$ cat config.mk
export PLATFORM = sky130hd
export DESIGN_NAME = ps2_kbd_rx
export DESIGN_NICKNAME = d
export VERILOG_FILES = /design/src/rtl/ps2_pkg.sv /design/src/rtl/ps2_line_filter.sv /design/src/rtl/ps2_kbd_rx.sv
export SDC_FILE = /design/constraint.sdc
export NUM_CORES = 1
export LEC_CHECK = 0
export BUFFER_PORTS_ARGS = -buffer_cell sky130_fd_sc_hd__clkbuf_2
export CAP_MARGIN = 5
export CORE_MARGIN = 10
export CORE_UTILIZATION = 50
export CTS_CLUSTER_SIZE = 16
export DETAILED_ROUTE_END_ITERATION = 8
export GPL_TIMING_DRIVEN = 0
export PLACE_DENSITY = 0.76
export SLEW_MARGIN = 15
export SYNTH_ARGS = -nofsm -noshare
export SYNTH_HDL_FRONTEND = slang
export SYNTH_SLANG_ARGS = --single-unit
$ cat constraint.sdc
create_clock -name clk -period 4 [get_ports clk]
set_clock_uncertainty 0.15 [all_clocks]
set_input_delay 0.4 -clock clk [delete_from_list [all_inputs] [get_ports clk]]
set_output_delay 0.4 -clock clk [all_outputs]
set_load 0.01 [all_outputs]
$ cat src/rtl/ps2_pkg.sv
// Shared types and helpers for the PS/2 keyboard receiver.
// Frame layout: start, 8 data bits LSB first, odd parity, stop.
package ps2_pkg;

    typedef enum logic [1:0] {
        IDLE,
        DATA,
        PARITY,
        STOP
    } ps2_state_t;

    localparam int FRAME_BITS = 11;
    localparam int DATA_BITS  = FRAME_BITS - 3;

    function automatic logic odd_parity_ok(
        input logic [7:0] b,
        input logic       p
    );
        return ^{b, p};
    endfunction

endpackage

$ cat src/rtl/ps2_line_filter.sv
// Synchroniser plus run-length deglitcher for one PS/2 pin.
// Emits the filtered level and a one-cycle falling-edge pulse.
module ps2_line_filter #(
    parameter int FILTER = 8
) (
    input  logic clk,
    input  logic reset_n,
    input  logic pin,
    output logic level,
    output logic fall
);

    localparam int CW = $clog2(FILTER + 1);

    logic [1:0]    sync;
    logic [CW-1:0] cnt;

    // Two-flop synchroniser; the bus idles high.
    always_ff @(posedge clk or negedge reset_n) begin
        if (!reset_n) begin
            sync <= 2'b11;
        end else begin
            sync <= {sync[0], pin};
        end
    end

    // Flip the level only after FILTER samples disagree with it in a row.
    always_ff @(posedge clk or negedge reset_n) begin
        if (!reset_n) begin
            level <= 1'b1;
            cnt   <= '0;
            fall  <= 1'b0;
        end else begin
            fall <= 1'b0;
            if (sync[1] == level) begin
                cnt <= '0;
            end else if (cnt == CW'(FILTER - 1)) begin
                level <= sync[1];
                cnt   <= '0;
                fall  <= level;
            end else begin
                cnt <= cnt + 1'b1;
            end
        end
    end

endmodule

$ cat src/rtl/ps2_kbd_rx.sv
// PS/2 set-2 frame receiver feeding a paced byte-strobe stream.
// Good bytes go through a small FIFO; bad frames raise parity_err.
module ps2_kbd_rx
    import ps2_pkg::*;
#(
    parameter int FILTER      = 8,
    parameter int TIMEOUT_CYC = 32000,
    parameter int FIFO_DEPTH  = 4,
    parameter int STROBE_GAP  = 16
) (
    input  logic       clk,
    input  logic       reset_n,
    input  logic       ps2_clk,
    input  logic       ps2_data,
    output logic       kbd_strobe,
    output logic [7:0] kbd_data,
    output logic       parity_err,
    output logic       overflow
);

    localparam int AW = $clog2(FIFO_DEPTH);
    localparam int TW = $clog2(TIMEOUT_CYC + 1);
    localparam int GW = $clog2(STROBE_GAP + 1);

    logic clk_level;
    logic clk_fall;
    logic data_level;
    logic data_fall;

    ps2_line_filter #(.FILTER(FILTER)) u_clk_filt (
        .clk     (clk),
        .reset_n (reset_n),
        .pin     (ps2_clk),
        .level   (clk_level),
        .fall    (clk_fall)
    );

    ps2_line_filter #(.FILTER(FILTER)) u_data_filt (
        .clk     (clk),
        .reset_n (reset_n),
        .pin     (ps2_data),
        .level   (data_level),
        .fall    (data_fall)
    );

    logic unused_filt;
    assign unused_filt = &{1'b0, clk_level, data_fall};

    ps2_state_t    state;
    logic [2:0]    bit_cnt;
    logic [7:0]    shift;
    logic          par;
    logic [TW-1:0] tmo;

    logic frame_ok;
    logic push;
    logic tmo_hit;

    assign frame_ok = data_level && odd_parity_ok(shift, par);
    assign push     = clk_fall && (state == STOP) && frame_ok;
    assign tmo_hit  = (tmo == TW'(TIMEOUT_CYC));

    // Frame deserialiser with idle timeout; data sampled on clock fall.
    always_ff @(posedge clk or negedge reset_n) begin
        if (!reset_n) begin
            state      <= IDLE;
            bit_cnt    <= '0;
            shift      <= '0;
            par        <= 1'b0;
            tmo        <= '0;
            parity_err <= 1'b0;
        end else begin
            parity_err <= 1'b0;
            if (state == IDLE || clk_fall) begin
                tmo <= '0;
            end else begin
                tmo <= tmo + 1'b1;
            end
            if (clk_fall) begin
                unique case (state)
                    IDLE: begin
                        if (!data_level) begin
                            state   <= DATA;
                            bit_cnt <= '0;
                        end
                    end
                    DATA: begin
                        shift   <= {data_level, shift[7:1]};
                        bit_cnt <= bit_cnt + 1'b1;
                        if (bit_cnt == 3'(DATA_BITS - 1)) begin
                            state <= PARITY;
                        end
                    end
                    PARITY: begin
                        par   <= data_level;
                        state <= STOP;
                    end
                    STOP: begin
                        state <= IDLE;
                        if (!frame_ok) begin
                            parity_err <= 1'b1;
                        end
                    end
                    default: state <= IDLE;
                endcase
            end else if (state != IDLE && tmo_hit) begin
                state <= IDLE;
            end
        end
    end

    logic [7:0]    mem [FIFO_DEPTH];
    logic [AW:0]   wr_ptr;
    logic [AW:0]   rd_ptr;
    logic [GW-1:0] gap;

    logic empty;
    logic full;
    logic pop;
    logic do_push;

    assign empty   = (wr_ptr == rd_ptr);
    assign full    = (wr_ptr[AW] != rd_ptr[AW]) &&
                     (wr_ptr[AW-1:0] == rd_ptr[AW-1:0]);
    assign pop     = !empty && (gap == '0);
    assign do_push = push && (!full || pop);

    // Byte storage; validity lives in the pointers, so no reset needed.
    always_ff @(posedge clk) begin
        if (do_push) begin
            mem[wr_ptr[AW-1:0]] <= shift;
        end
    end

    // FIFO pointers, overflow flag and paced strobe output.
    always_ff @(posedge clk or negedge reset_n) begin
        if (!reset_n) begin
            wr_ptr     <= '0;
            rd_ptr     <= '0;
            gap        <= '0;
            overflow   <= 1'b0;
            kbd_strobe <= 1'b0;
            kbd_data   <= 8'h00;
        end else begin
            kbd_strobe <= pop;
            if (do_push) begin
                wr_ptr <= wr_ptr + 1'b1;
            end
            if (push && full && !pop) begin
                overflow <= 1'b1;
            end
            if (pop) begin
                rd_ptr   <= rd_ptr + 1'b1;
                kbd_data <= mem[rd_ptr[AW-1:0]];
                gap      <= GW'(STROBE_GAP - 1);
            end else if (gap != '0) begin
                gap <= gap - 1'b1;
            end
        end
    end

endmodule

==> run metrics <==
CP max stage delay=slightly below 0.7 ns; Final Power=~1.9 mW; Max Clock Freq=391 MHz; FF+latch count, synth=between 90 and 100; DRT Pass-1 Iters=4; Max Cap Viol=0; DR iter-0 viols=61; flop-to-flop setup slack=about 1.4 ns; area grow syn2layout=11.2%; WP data arrival=2.41 ns; Post-Synthesis Cells=between 200 and 300; initial antenna violation count=0; share of layout cells above drive strength 1=between 20% and 30%; die width=around 110 microns; Slew Limit Fails=0; sequential area share after synthesis=between 60% and 70%; pwr dens=~400 nW/um^2; Clock Tree Buf Depth=2; setup violators final=0; Yosys warning count=0; Async SR Flop Fraction=about two thirds; core area=8220 sq um; Static Leak=between 1.5 and 2 nW; Worst-Margin Slew=about 0.75 ns; IO Pins=15; largest net degree at the start of global routing=48; Max transition margin=between 40% and 50%; Cell Rows=33; ANT cells=0; Netlist cell types=47; top_reg_cell synth=dfrtp_1; RSZ-0062 raised after global routing=no; WP data required=3.86 ns; worst-path maximum fanout=9; setup total negative slack=0 ns; GR Overflow Total=0; Worst Path Buf+Inv=0; fin nets=346; Peak VDD IR=about 0.00026 V; DPL Wire Length=about 4400 microns; global-route wire length before repair=11300 microns; status=finished clean; per-cell routed wire length=approximately 15 microns; drt total wl=around 6400 microns; Via-to-Cell Ratio=5.23; root buffer cell=clkbuf_8; I/O Buffers=14; worst hold path class=reg2reg; Clock Sinks=98; M2 GR Usage=between 10% and 20%; Final ANT Viol Nets=0; number of remaining DRC errors=0; synthesized cell area=4240 sq um; EDFF count, synth=32; final hold vios=0; Startpoint Class=flip-flop; Num CTS Buffers=9; die area=12600 sq um; die height=112 microns; GP Congestion=between 0.7 and 0.8; CTS tree=yes; Syn Nets=~320; insertion delay to the later sink of the worst-skew pair=~0.38 ns; starting density of the core=approximately half; Syn Area/Cell=roughly 14 sq um; Final min period=~2.6 ns; Critical-path top delay cell=nor4b_4; Crit path max-delay family=XOR/XNOR gates; H-tree depth=3; GRT Overall Usage=between 10 and 15%; Vias=between 2000 and 2500; busiest grt layer=met2; CP Class=reg2reg; CP cell instances=xor2_1, xnor3_2, xnor2_4, nor4b_4; Crit. End Element=flip-flop; GRT met1 Usage=~13%; met3 Use GR=under 10%; clock-pin slew on the worst setup and hold paths=0.10 ns; period utilization=64.0%; vias in the first global route=approximately 2400
-- where the power goes --
part	switching, mW	internal (mW)	leakage [nW]
combinational	0.0435	0.0443	0.691
clock	0.373	0.308	0.110
sequential	0.0323	1.07	1.14
-- worst register-to-register path, delay by kind of cell, from the launching register on --
family,cells,cell delay [ns]
XOR/XNOR,3,0.86
flip-flops,1,0.48
AND/OR/NAND/NOR,1,0.69
-- per-layer routing --
layer  vias up  wire [microns]
li1       1106               -
met1      1120            2840
met2        33            3140
met3        14             265
met4         0             128
met5         -               0
-- cells by family after synthesis --
kind of cell	after synthesis	synth area share, %
muxes	32	10.6
adders and majority gates	17	5.02
DFF	98	61.8
and+or+nand+nor	82	10.9
xor gates and xnor gates	27	6.55
buffers and inverters	17	1.71
AOI/OAI and AO/OA	23	3.40
-- what timing repair did --
item / in CTS / in global routing
hold buffers: 3 / 0
resized for setup: 0 / 0
setup buffers: 0 / 0
hold endpoints to repair: 21 / 0
-- flip-flops by register name, summed over array words and instances (netlist names) --
register,flops
kbd_strobe,1
bit_cnt,3
overflow,1
shift,8
u_clk_filt.level,1
rd_ptr,3
u_clk_filt.sync,2
u_clk_filt.cnt,4
gap,5
par,1
mem,32
wr_ptr,3
kbd_data,8
u_data_filt.sync,2
tmo,15
u_clk_filt.fall,1
state,2
u_data_filt.cnt,4
parity_err,1
u_data_filt.level,1
-- area by class of cell --
| class | instances | area, sq um |
|---|---|---|
| Timing Repair Buffer | 18 | 130 |
| Buffer | 7 | 35.0 |
| Tap cell | 105 | 131 |
| Multi-Input combinational cell | 181 | 1550 |
| Clock buffer | 9 | 124 |
| Fill cell | 654 | 3500 |
| Sequential cell | 98 | 2620 |
| Clock inverter | 7 | 90.1 |
| Inverter | 10 | 37.5 |
-- Yosys cell counts (7+ instances only) --
cell | n | area, sq um
nand3_1 | 9 | 45.0
mux2_1 | 7 | 78.8
nor2_1 | 24 | 90.1
ha_1 | 17 | 213
inv_1 | 10 | 37.5
edfxtp_1 | 32 | 961
a21oi_1 | 8 | 40.0
nand2_1 | 13 | 48.8
xor2_1 | 11 | 96.3
xnor2_1 | 13 | 114
mux4_2 | 8 | 180
dfrtp_1 | 60 | 1500
mux2_2 | 13 | 146
-- stage by stage --
| step | std cells | hold WS (ns) | instance area (sq um) | setup WS (ns) | utilization, % |
|---|---|---|---|---|---|
| 3_3_place_gp | 415 | 0.196 | 4440 | 1.48 | 54.0 |
| 3_5_place_dp | 416 | 0.190 | 4470 | 1.43 | 54.4 |
| 2_1_floorplan | 296 | -0.0456 | 4240 | 1.74 | - |
| 4_1_cts | 435 | 0.211 | 4710 | 1.42 | 57.4 |
| 6_report | 435 | 0.210 | 4710 | 1.44 | 57.4 |
| 5_1_grt | 435 | 0.214 | 4710 | 1.25 | 57.4 |
-- layout by cell type, fill, tap and decap left out, drive strengths merged, types with 8 or more instances in the layout --
cell    count
ha         17
xor2       11
mux2       21
nor2       24
clkbuf     27
xnor2      15
dfrtp      60
inv        15
edfxtp     32
mux4        8
nand3       9
a21oi       9
nand2      13
-- final timing paths --
check | startpoint | to | cells past startpoint
min in group asynchronous | reset_n | kbd_data[5] | 2
max reg2reg | shift[4] | mem[3][2] | 4
max | shift[4] | mem[3][2] | 4
min | u_data_filt.sync[0] | u_data_filt.sync[1] | 0
min reg2reg | u_data_filt.sync[0] | u_data_filt.sync[1] | 0
max in group asynchronous | reset_n | u_clk_filt.sync[1] | 3
No activity file was read; power rests on OpenSTA's default activity.
